### src/rtl/cache_2way.sv
// Two-way set-associative write-back cache in front of a 64-bit burst RAM.
// Defining CACHE_2WAY_STATS_EN adds the hit_count/miss_count outputs.
module cache_2way #(
  parameter int LINE_IX_BITWIDTH         = 1,
  parameter int BURST_RAM_DEPTH_BITWIDTH = 5,
  parameter int BURST_COUNT              = 4
) (
  input  logic                                clk,
  input  logic                                rst_n,
  input  logic                                enable,
  input  logic [31:0]                         address,
  input  logic [31:0]                         data_in,
  input  logic [3:0]                          write_enable,
  output logic [31:0]                         data_out,
  output logic                                data_out_ready,
  output logic                                busy,
  output logic                                br_cmd,
  output logic                                br_cmd_en,
  output logic [BURST_RAM_DEPTH_BITWIDTH-1:0] br_addr,
  output logic [63:0]                         br_wr_data,
  output logic [7:0]                          br_data_mask,
  input  logic [63:0]                         br_rd_data,
  input  logic                                br_rd_data_ready,
  input  logic                                br_busy
`ifdef CACHE_2WAY_STATS_EN
  ,
  output logic [31:0]                         hit_count,
  output logic [31:0]                         miss_count
`endif
);

  localparam int WORDS     = BURST_COUNT * 2;
  localparam int WORD_BITS = $clog2(WORDS);
  localparam int BEAT_BITS = $clog2(BURST_COUNT);
  localparam int SETS      = 1 << LINE_IX_BITWIDTH;
  localparam int SET_LSB   = 2 + WORD_BITS;
  localparam int TAG_LSB   = SET_LSB + LINE_IX_BITWIDTH;
  localparam int ADDR_TOP  = BURST_RAM_DEPTH_BITWIDTH + 3;
  localparam int TAG_BITS  = ADDR_TOP - TAG_LSB;

  typedef enum logic [2:0] {IDLE, WB_CMD, WB_DATA, FILL_CMD, FILL_DATA, REPLAY} state_t;

  state_t                      state_q, state_d;
  logic [BEAT_BITS-1:0]        beat_q, beat_d;
  logic                        victim_q, victim_d;
  logic [LINE_IX_BITWIDTH-1:0] req_set_q, req_set_d;
  logic [WORD_BITS-1:0]        req_word_q, req_word_d;
  logic [TAG_BITS-1:0]         req_tag_q, req_tag_d;
  logic [31:0]                 req_data_q, req_data_d;
  logic [3:0]                  req_we_q, req_we_d;
  logic [1:0]                  valid_q [SETS];
  logic [1:0]                  valid_d [SETS];
  logic [1:0]                  dirty_q [SETS];
  logic [1:0]                  dirty_d [SETS];
  logic [TAG_BITS-1:0]         tag_q [SETS][2];
  logic [TAG_BITS-1:0]         tag_d [SETS][2];
  logic [SETS-1:0]             lru_q, lru_d;
  logic [31:0]                 data_q [SETS][2][WORDS];
  logic [31:0]                 data_d [SETS][2][WORDS];
  logic [31:0]                 data_out_q, data_out_d;
  logic                        data_out_ready_q, data_out_ready_d;

  logic [LINE_IX_BITWIDTH-1:0] in_set, acc_set;
  logic [WORD_BITS-1:0]        in_word, acc_word;
  logic [TAG_BITS-1:0]         in_tag;
  logic [31:0]                 acc_data;
  logic [3:0]                  acc_we;
  logic [1:0]                  hit_vec;
  logic                        hit, hit_way, pick_victim, acc_way, access;
  logic [BURST_RAM_DEPTH_BITWIDTH-1:0] wb_base, fill_base;
  logic                        unused_addr_bits;

  assign in_word = address[SET_LSB-1:2];
  assign in_set  = address[TAG_LSB-1:SET_LSB];
  assign in_tag  = address[ADDR_TOP-1:TAG_LSB];
  assign unused_addr_bits = ^{address[31:ADDR_TOP], address[1:0]};

  assign hit_vec[0]  = valid_q[in_set][0] && (tag_q[in_set][0] == in_tag);
  assign hit_vec[1]  = valid_q[in_set][1] && (tag_q[in_set][1] == in_tag);
  assign hit         = |hit_vec;
  assign hit_way     = hit_vec[1];
  assign pick_victim = !valid_q[in_set][0] ? 1'b0 :
                       !valid_q[in_set][1] ? 1'b1 : lru_q[in_set];

  // A hit in IDLE and the replay after a fill share one access path.
  assign access   = ((state_q == IDLE) && enable && hit) || (state_q == REPLAY);
  assign acc_set  = (state_q == IDLE) ? in_set       : req_set_q;
  assign acc_word = (state_q == IDLE) ? in_word      : req_word_q;
  assign acc_data = (state_q == IDLE) ? data_in      : req_data_q;
  assign acc_we   = (state_q == IDLE) ? write_enable : req_we_q;
  assign acc_way  = (state_q == IDLE) ? hit_way      : victim_q;

  assign wb_base   = {tag_q[req_set_q][victim_q], req_set_q, {BEAT_BITS{1'b0}}};
  assign fill_base = {req_tag_q, req_set_q, {BEAT_BITS{1'b0}}};

  always_comb begin
    state_d          = state_q;
    beat_d           = beat_q;
    victim_d         = victim_q;
    req_set_d        = req_set_q;
    req_word_d       = req_word_q;
    req_tag_d        = req_tag_q;
    req_data_d       = req_data_q;
    req_we_d         = req_we_q;
    valid_d          = valid_q;
    dirty_d          = dirty_q;
    tag_d            = tag_q;
    lru_d            = lru_q;
    data_d           = data_q;
    data_out_d       = data_out_q;
    data_out_ready_d = 1'b0;
    br_cmd           = 1'b0;
    br_cmd_en        = 1'b0;
    br_addr          = '0;
    br_wr_data       = '0;

    case (state_q)
      IDLE: begin
        if (enable && !hit) begin
          req_set_d  = in_set;
          req_word_d = in_word;
          req_tag_d  = in_tag;
          req_data_d = data_in;
          req_we_d   = write_enable;
          victim_d   = pick_victim;
          beat_d     = '0;
          state_d    = (valid_q[in_set][pick_victim] && dirty_q[in_set][pick_victim])
                       ? WB_CMD : FILL_CMD;
        end
      end
      WB_CMD: begin
        if (!br_busy) begin
          br_cmd     = 1'b1;
          br_cmd_en  = 1'b1;
          br_addr    = wb_base;
          br_wr_data = {data_q[req_set_q][victim_q][1], data_q[req_set_q][victim_q][0]};
          beat_d     = BEAT_BITS'(1);
          state_d    = WB_DATA;
        end
      end
      WB_DATA: begin
        br_wr_data = {data_q[req_set_q][victim_q][{beat_q, 1'b1}],
                      data_q[req_set_q][victim_q][{beat_q, 1'b0}]};
        if (beat_q == BEAT_BITS'(BURST_COUNT - 1)) begin
          beat_d  = '0;
          state_d = FILL_CMD;
        end else begin
          beat_d = beat_q + 1'b1;
        end
      end
      FILL_CMD: begin
        if (!br_busy) begin
          br_cmd_en = 1'b1;
          br_addr   = fill_base;
          beat_d    = '0;
          state_d   = FILL_DATA;
        end
      end
      FILL_DATA: begin
        if (br_rd_data_ready) begin
          data_d[req_set_q][victim_q][{beat_q, 1'b0}] = br_rd_data[31:0];
          data_d[req_set_q][victim_q][{beat_q, 1'b1}] = br_rd_data[63:32];
          if (beat_q == BEAT_BITS'(BURST_COUNT - 1)) begin
            valid_d[req_set_q][victim_q] = 1'b1;
            dirty_d[req_set_q][victim_q] = 1'b0;
            tag_d[req_set_q][victim_q]   = req_tag_q;
            state_d                      = REPLAY;
          end else begin
            beat_d = beat_q + 1'b1;
          end
        end
      end
      REPLAY: state_d = IDLE;
      default: state_d = IDLE;
    endcase

    if (access) begin
      lru_d[acc_set] = ~acc_way;
      if (acc_we == 4'b0000) begin
        data_out_d       = data_q[acc_set][acc_way][acc_word];
        data_out_ready_d = 1'b1;
      end else begin
        for (int b = 0; b < 4; b++) begin
          if (acc_we[b]) data_d[acc_set][acc_way][acc_word][8*b +: 8] = acc_data[8*b +: 8];
        end
        dirty_d[acc_set][acc_way] = 1'b1;
      end
    end
  end

  always_ff @(posedge clk or negedge rst_n) begin
    if (!rst_n) begin
      state_q          <= IDLE;
      beat_q           <= '0;
      victim_q         <= 1'b0;
      req_set_q        <= '0;
      req_word_q       <= '0;
      req_tag_q        <= '0;
      req_data_q       <= '0;
      req_we_q         <= '0;
      valid_q          <= '{default: '0};
      dirty_q          <= '{default: '0};
      lru_q            <= '0;
      data_out_q       <= '0;
      data_out_ready_q <= 1'b0;
    end else begin
      state_q          <= state_d;
      beat_q           <= beat_d;
      victim_q         <= victim_d;
      req_set_q        <= req_set_d;
      req_word_q       <= req_word_d;
      req_tag_q        <= req_tag_d;
      req_data_q       <= req_data_d;
      req_we_q         <= req_we_d;
      valid_q          <= valid_d;
      dirty_q          <= dirty_d;
      lru_q            <= lru_d;
      data_out_q       <= data_out_d;
      data_out_ready_q <= data_out_ready_d;
    end
  end

  // Tags and line data are qualified by valid, so they need no reset.
  always_ff @(posedge clk) begin
    tag_q  <= tag_d;
    data_q <= data_d;
  end

  assign data_out       = data_out_q;
  assign data_out_ready = data_out_ready_q;
  assign busy           = (state_q != IDLE);
  assign br_data_mask   = '0;

`ifdef CACHE_2WAY_STATS_EN
  logic [31:0] hit_count_q, hit_count_d, miss_count_q, miss_count_d;

  always_comb begin
    hit_count_d  = hit_count_q;
    miss_count_d = miss_count_q;
    if ((state_q == IDLE) && enable) begin
      if (hit) hit_count_d  = hit_count_q + 32'd1;
      else     miss_count_d = miss_count_q + 32'd1;
    end
  end

  always_ff @(posedge clk or negedge rst_n) begin
    if (!rst_n) begin
      hit_count_q  <= '0;
      miss_count_q <= '0;
    end else begin
      hit_count_q  <= hit_count_d;
      miss_count_q <= miss_count_d;
    end
  end

  assign hit_count  = hit_count_q;
  assign miss_count = miss_count_q;
`endif

endmodule

### config.mk
export PLATFORM = sky130hd
export DESIGN_NAME = cache_2way
export DESIGN_NICKNAME = d
export VERILOG_FILES = /design/src/rtl/cache_2way.sv
export SDC_FILE = /design/constraint.sdc
export NUM_CORES = 2
export LEC_CHECK = 0
export BUFFER_PORTS_ARGS = -buffer_cell sky130_fd_sc_hd__buf_2
export CAP_MARGIN = 5
export CORE_MARGIN = 2
export CORE_UTILIZATION = 55
export CTS_BUF_LIST = sky130_fd_sc_hd__clkbuf_4
export CTS_CLUSTER_SIZE = 25
export DETAILED_ROUTE_END_ITERATION = 12
export GPL_ROUTABILITY_DRIVEN = 1
export PLACE_DENSITY_LB_ADDON = 0.1
export SYNTH_ARGS = -nofsm -noshare
export SYNTH_HDL_FRONTEND = slang
export SYNTH_SLANG_ARGS = --single-unit
### constraint.sdc
create_clock -name clk -period 4.3 [get_ports clk]
set_clock_uncertainty 0.2 [all_clocks]
set_input_delay 0.645 -clock clk [delete_from_list [all_inputs] [get_ports clk]]
set_output_delay 0.645 -clock clk [all_outputs]
set_load 0.05 [all_outputs]
==> flow_summary.toml <==
[placed_design]
place_congestion = 1.01
placed_area_mm2 = 0.0716
dp_hpwl_mm = 204
io_buffers = 213
dp_cells = 8211

[critical_path]
crit_buf_inv = 6
r2r-end = "data_q[931]"
rrSetupSlack_ps = -20
critical-path-top-delay-family = "multiplexers"
worstPathRequired_ps = 3450
cp-end-kind = "primary output"
cp_cell_sequence = "buf_12 > buf_12 > buf_12 > buf_16 > mux4_2 > mux4_2 > inv_2 > o21ai_2 > buf_6"
crit_slowest_cell = "mux4_2"
start_kind = "register"
r2r_start = "state_q[2]"
cp.arrival_ps = 3770
worstSetupPathDepth = 9
cpMostUsedCell = "buf_12"
crit_fanout = 6
reg2reg_depth = 9
crit_type = "register to primary output"
critPathMaxStageDelay_ps = 570

[layout]
final_cell_area_mm2 = 0.0795
finalCoreUtilization = 0.664
instances_no_fill = 9027
syn_to_final_growth_pct = 20.2
drive_gt1_frac = 0.265
nets = 7326

[synthesis]
ys.flop_type = "dfxtp_1"
synth-async-reset-ratio = 0.0810
ys_seq_area_frac = 0.348
netlist_area_mm2 = 0.0661
yosys.area_share.simple = 0.116
synth-seq-cells = 1123
synth.top_cell.area_share = 0.310
synthTopCellsByArea = "dfxtp_1, mux2i_1, mux4_2"
yosys.area_share.adder = 0.000757
synth_top_family_by_area = "multiplexers"
syn_inst = 6569
synth_compound_area_frac = 0.112
netlist-cell-type-count = 91
yosysWarnings = 0
synthXorXnorAreaFrac = 0.00146
muxShareOfSynthArea = 0.375
synth_edf_count = 8
syn_avg_cell_area_um2 = 10.1
synth.largest_area_cell = "dfxtp_1"

[timing]
min_period_over_period = 1.07
slew_headroom = 0.0991
finalHoldViolCount = 0
clock.fmax_mhz = 216
setup_violations = 66
slew_viol_final = 0
period_needed_ps = 4620
setup_slack_ps = -320
tightestPinTransition_ps = 1350
rsz0062_at_grt = "yes"

[clock_tree]
cts.htree.levels = 5
clkSinkCount = 1123
clkTransAtPathRegs_ps = 60
clockBufferDepth = 4
insertion_delay_ps = 1320
tritoncts = "built"
cts-root-buf = "clkbuf_4"
cts_made_buffers = 333

[grt]
grt_overflow = 0
grt_max_degree = 67
grt_first_pass_wirelength_mm = 462
antenna_found_initial = 16
grt_use_total = 0.527
first_global_vias = 63000

[min_path]
whs_path_depth = 3
holdPathEnd = "req_tag_q[1]"
min-delay-start = "address[7]"
hp-class = "input pin to register"

[floorplanning]
die_area_mm2 = 0.123
ios = 250
num_rows = 127
coreArea_mm2 = 0.120
start_util = 0.553
die_w_um = 351
die_h_um = 351

[power]
p_leak_nw = 35.2
power.total_mw = 52.0
vdd_ir_drop_max_v = 0.000566
p_per_area_mw_per_mm2 = 654

[drt]
first_pass_iters = 9
antenna_left = 0
wirelength_mm = 332
drt_iter0_drc = 10600
dr_total_vias = 65900
viasPerCell = 7.30
wl_per_cell_um = 36.8
drc = 0

[job]
maxCapViolations = 0

[status]
violations = "setup timing"
status = "complete, but fails checks"
## worst max path at each step
| stage | start | end | slack (ps) |
|---|---|---|---|
| 2_1_floorplan | victim_q | br_wr_data[42] | 330 |
| 3_3_place_gp | address[5] | data_q[931] | -40 |
| 3_5_place_dp | address[5] | data_q[932] | -80 |
| 4_1_cts | req_set_q | br_wr_data[14] | -340 |
| 5_1_grt | req_set_q | br_wr_data[45] | -350 |
| 6_report | req_set_q | br_wr_data[45] | -320 |
## metal layers
layer / share of wire / vias up / global-route usage
li1: - / 26100 / -
met1: 0.35 / 31900 / 0.651
met2: 0.40 / 6100 / 0.723
met3: 0.15 / 1808 / 0.200
met4: 0.10 / 14 / 0.443
met5: 0.00039 / - / 0
## cells in the mapped netlist, drive strengths merged, types with 7 or more instances
| cell | number |
|---|---|
| o31ai | 8 |
| a21oi | 175 |
| or4 | 27 |
| and2 | 43 |
| o211ai | 12 |
| clkbuf | 445 |
| nand2 | 1011 |
| nand3 | 49 |
| o221a | 34 |
| nor3 | 83 |
| a2bb2oi | 15 |
| buf | 220 |
| o22ai | 84 |
| inv | 92 |
| a2111oi | 27 |
| a32oi | 268 |
| a31oi | 35 |
| nor4 | 73 |
| o32a | 13 |
| mux2 | 55 |
| nor2 | 235 |
| and3 | 58 |
| edfxtp | 8 |
| dfxtp | 1024 |
| o21ai | 108 |
| dfrtp | 91 |
| mux4 | 321 |
| a211oi | 79 |
| a22oi | 7 |
| nand2b | 10 |
| a221oi | 32 |
| o221ai | 68 |
| mux2i | 1686 |
## registers in the layout (all words and copies together) (netlist names)
signal,cells
data_out_ready,1
req_tag_q,2
dirty_q,4
req_we_q,4
req_word_q,3
lru_q,2
victim_q,1
req_data_q,32
data_out,32
state_q,3
beat_q,2
tag_q,8
req_set_q,1
data_q,1024
valid_q,4
## metrics by stage
stage / TNS, ps / setup WS (ps) / hold slack, ps
6_report: -13750 / -320 / 64.9
5_1_grt: -16510 / -348 / 36.2
4_1_cts: -15240 / -344 / 4.06
3_5_place_dp: -531 / -78.6 / 279
3_3_place_gp: -179 / -38.4 / 280
2_1_floorplan: 0 / 326 / 149
## layout by cell type, fill, tap and decap left out, drive strengths merged, types with 8 or more instances in the layout
master	n
a2111oi	27
a211oi	79
a21oi	175
a221oi	32
a2bb2oi	15
a31oi	35
a32oi	268
and2	43
and3	58
buf	774
clkbuf	486
clkinv	56
conb	10
dfrtp	91
dfxtp	1024
diode	19
dlygate4sd3	154
edfxtp	8
inv	100
mux2	55
mux2i	1686
mux4	321
nand2	1011
nand2b	10
nand3	49
nor2	235
nor3	83
nor4	73
o211ai	12
o21ai	108
o221a	34
o221ai	68
o22ai	84
o31ai	8
o32a	13
or4	27
## cell families (layout without fill, tap and decap cells)
| family | count (synthesis) | after routing |
|---|---|---|
| muxes | 2062 | 2062 |
| and+or+nand+nor | 1614 | 1615 |
| DFF | 1123 | 1123 |
| AOI/OAI and AO/OA | 997 | 997 |
| buffers and inverters | 760 | 1577 |
| xor gates and xnor gates | 8 | 8 |
| adders and majority gates | 4 | 4 |
| other | 1 | 29 |
## cell type report
type / instances / area (um^2)
multi-input cells: 4696 / 40800
fillers: 9857 / 40200
diodes: 19 / 47.5
well taps: 1612 / 2020
flip-flops and latches: 1123 / 23000
inverters: 95 / 370
clock inverters: 61 / 243
repair buffers: 936 / 9320
clock buffers: 485 / 3640
## power by group
group	internal [mW]	switching, mW
combinational	10.1	16.4
clock	5.11	5.00
sequential	13.0	2.39
total	28.2	23.8
## tightest hold or removal path, stage by stage
cell and delay, ps:
dlygate4sd3_1 520, buf_2 200, mux2_2 170
## timing repair
item,in CTS,in global routing
hold buffers,155,0
buffers inserted,51,26
pin swaps,2,1
gates cloned,25,1
setup endpoints to repair,67,73
endpoints found under the hold margin,1173,0
resized for setup,288,56
Power figures use the tool's default switching activity.
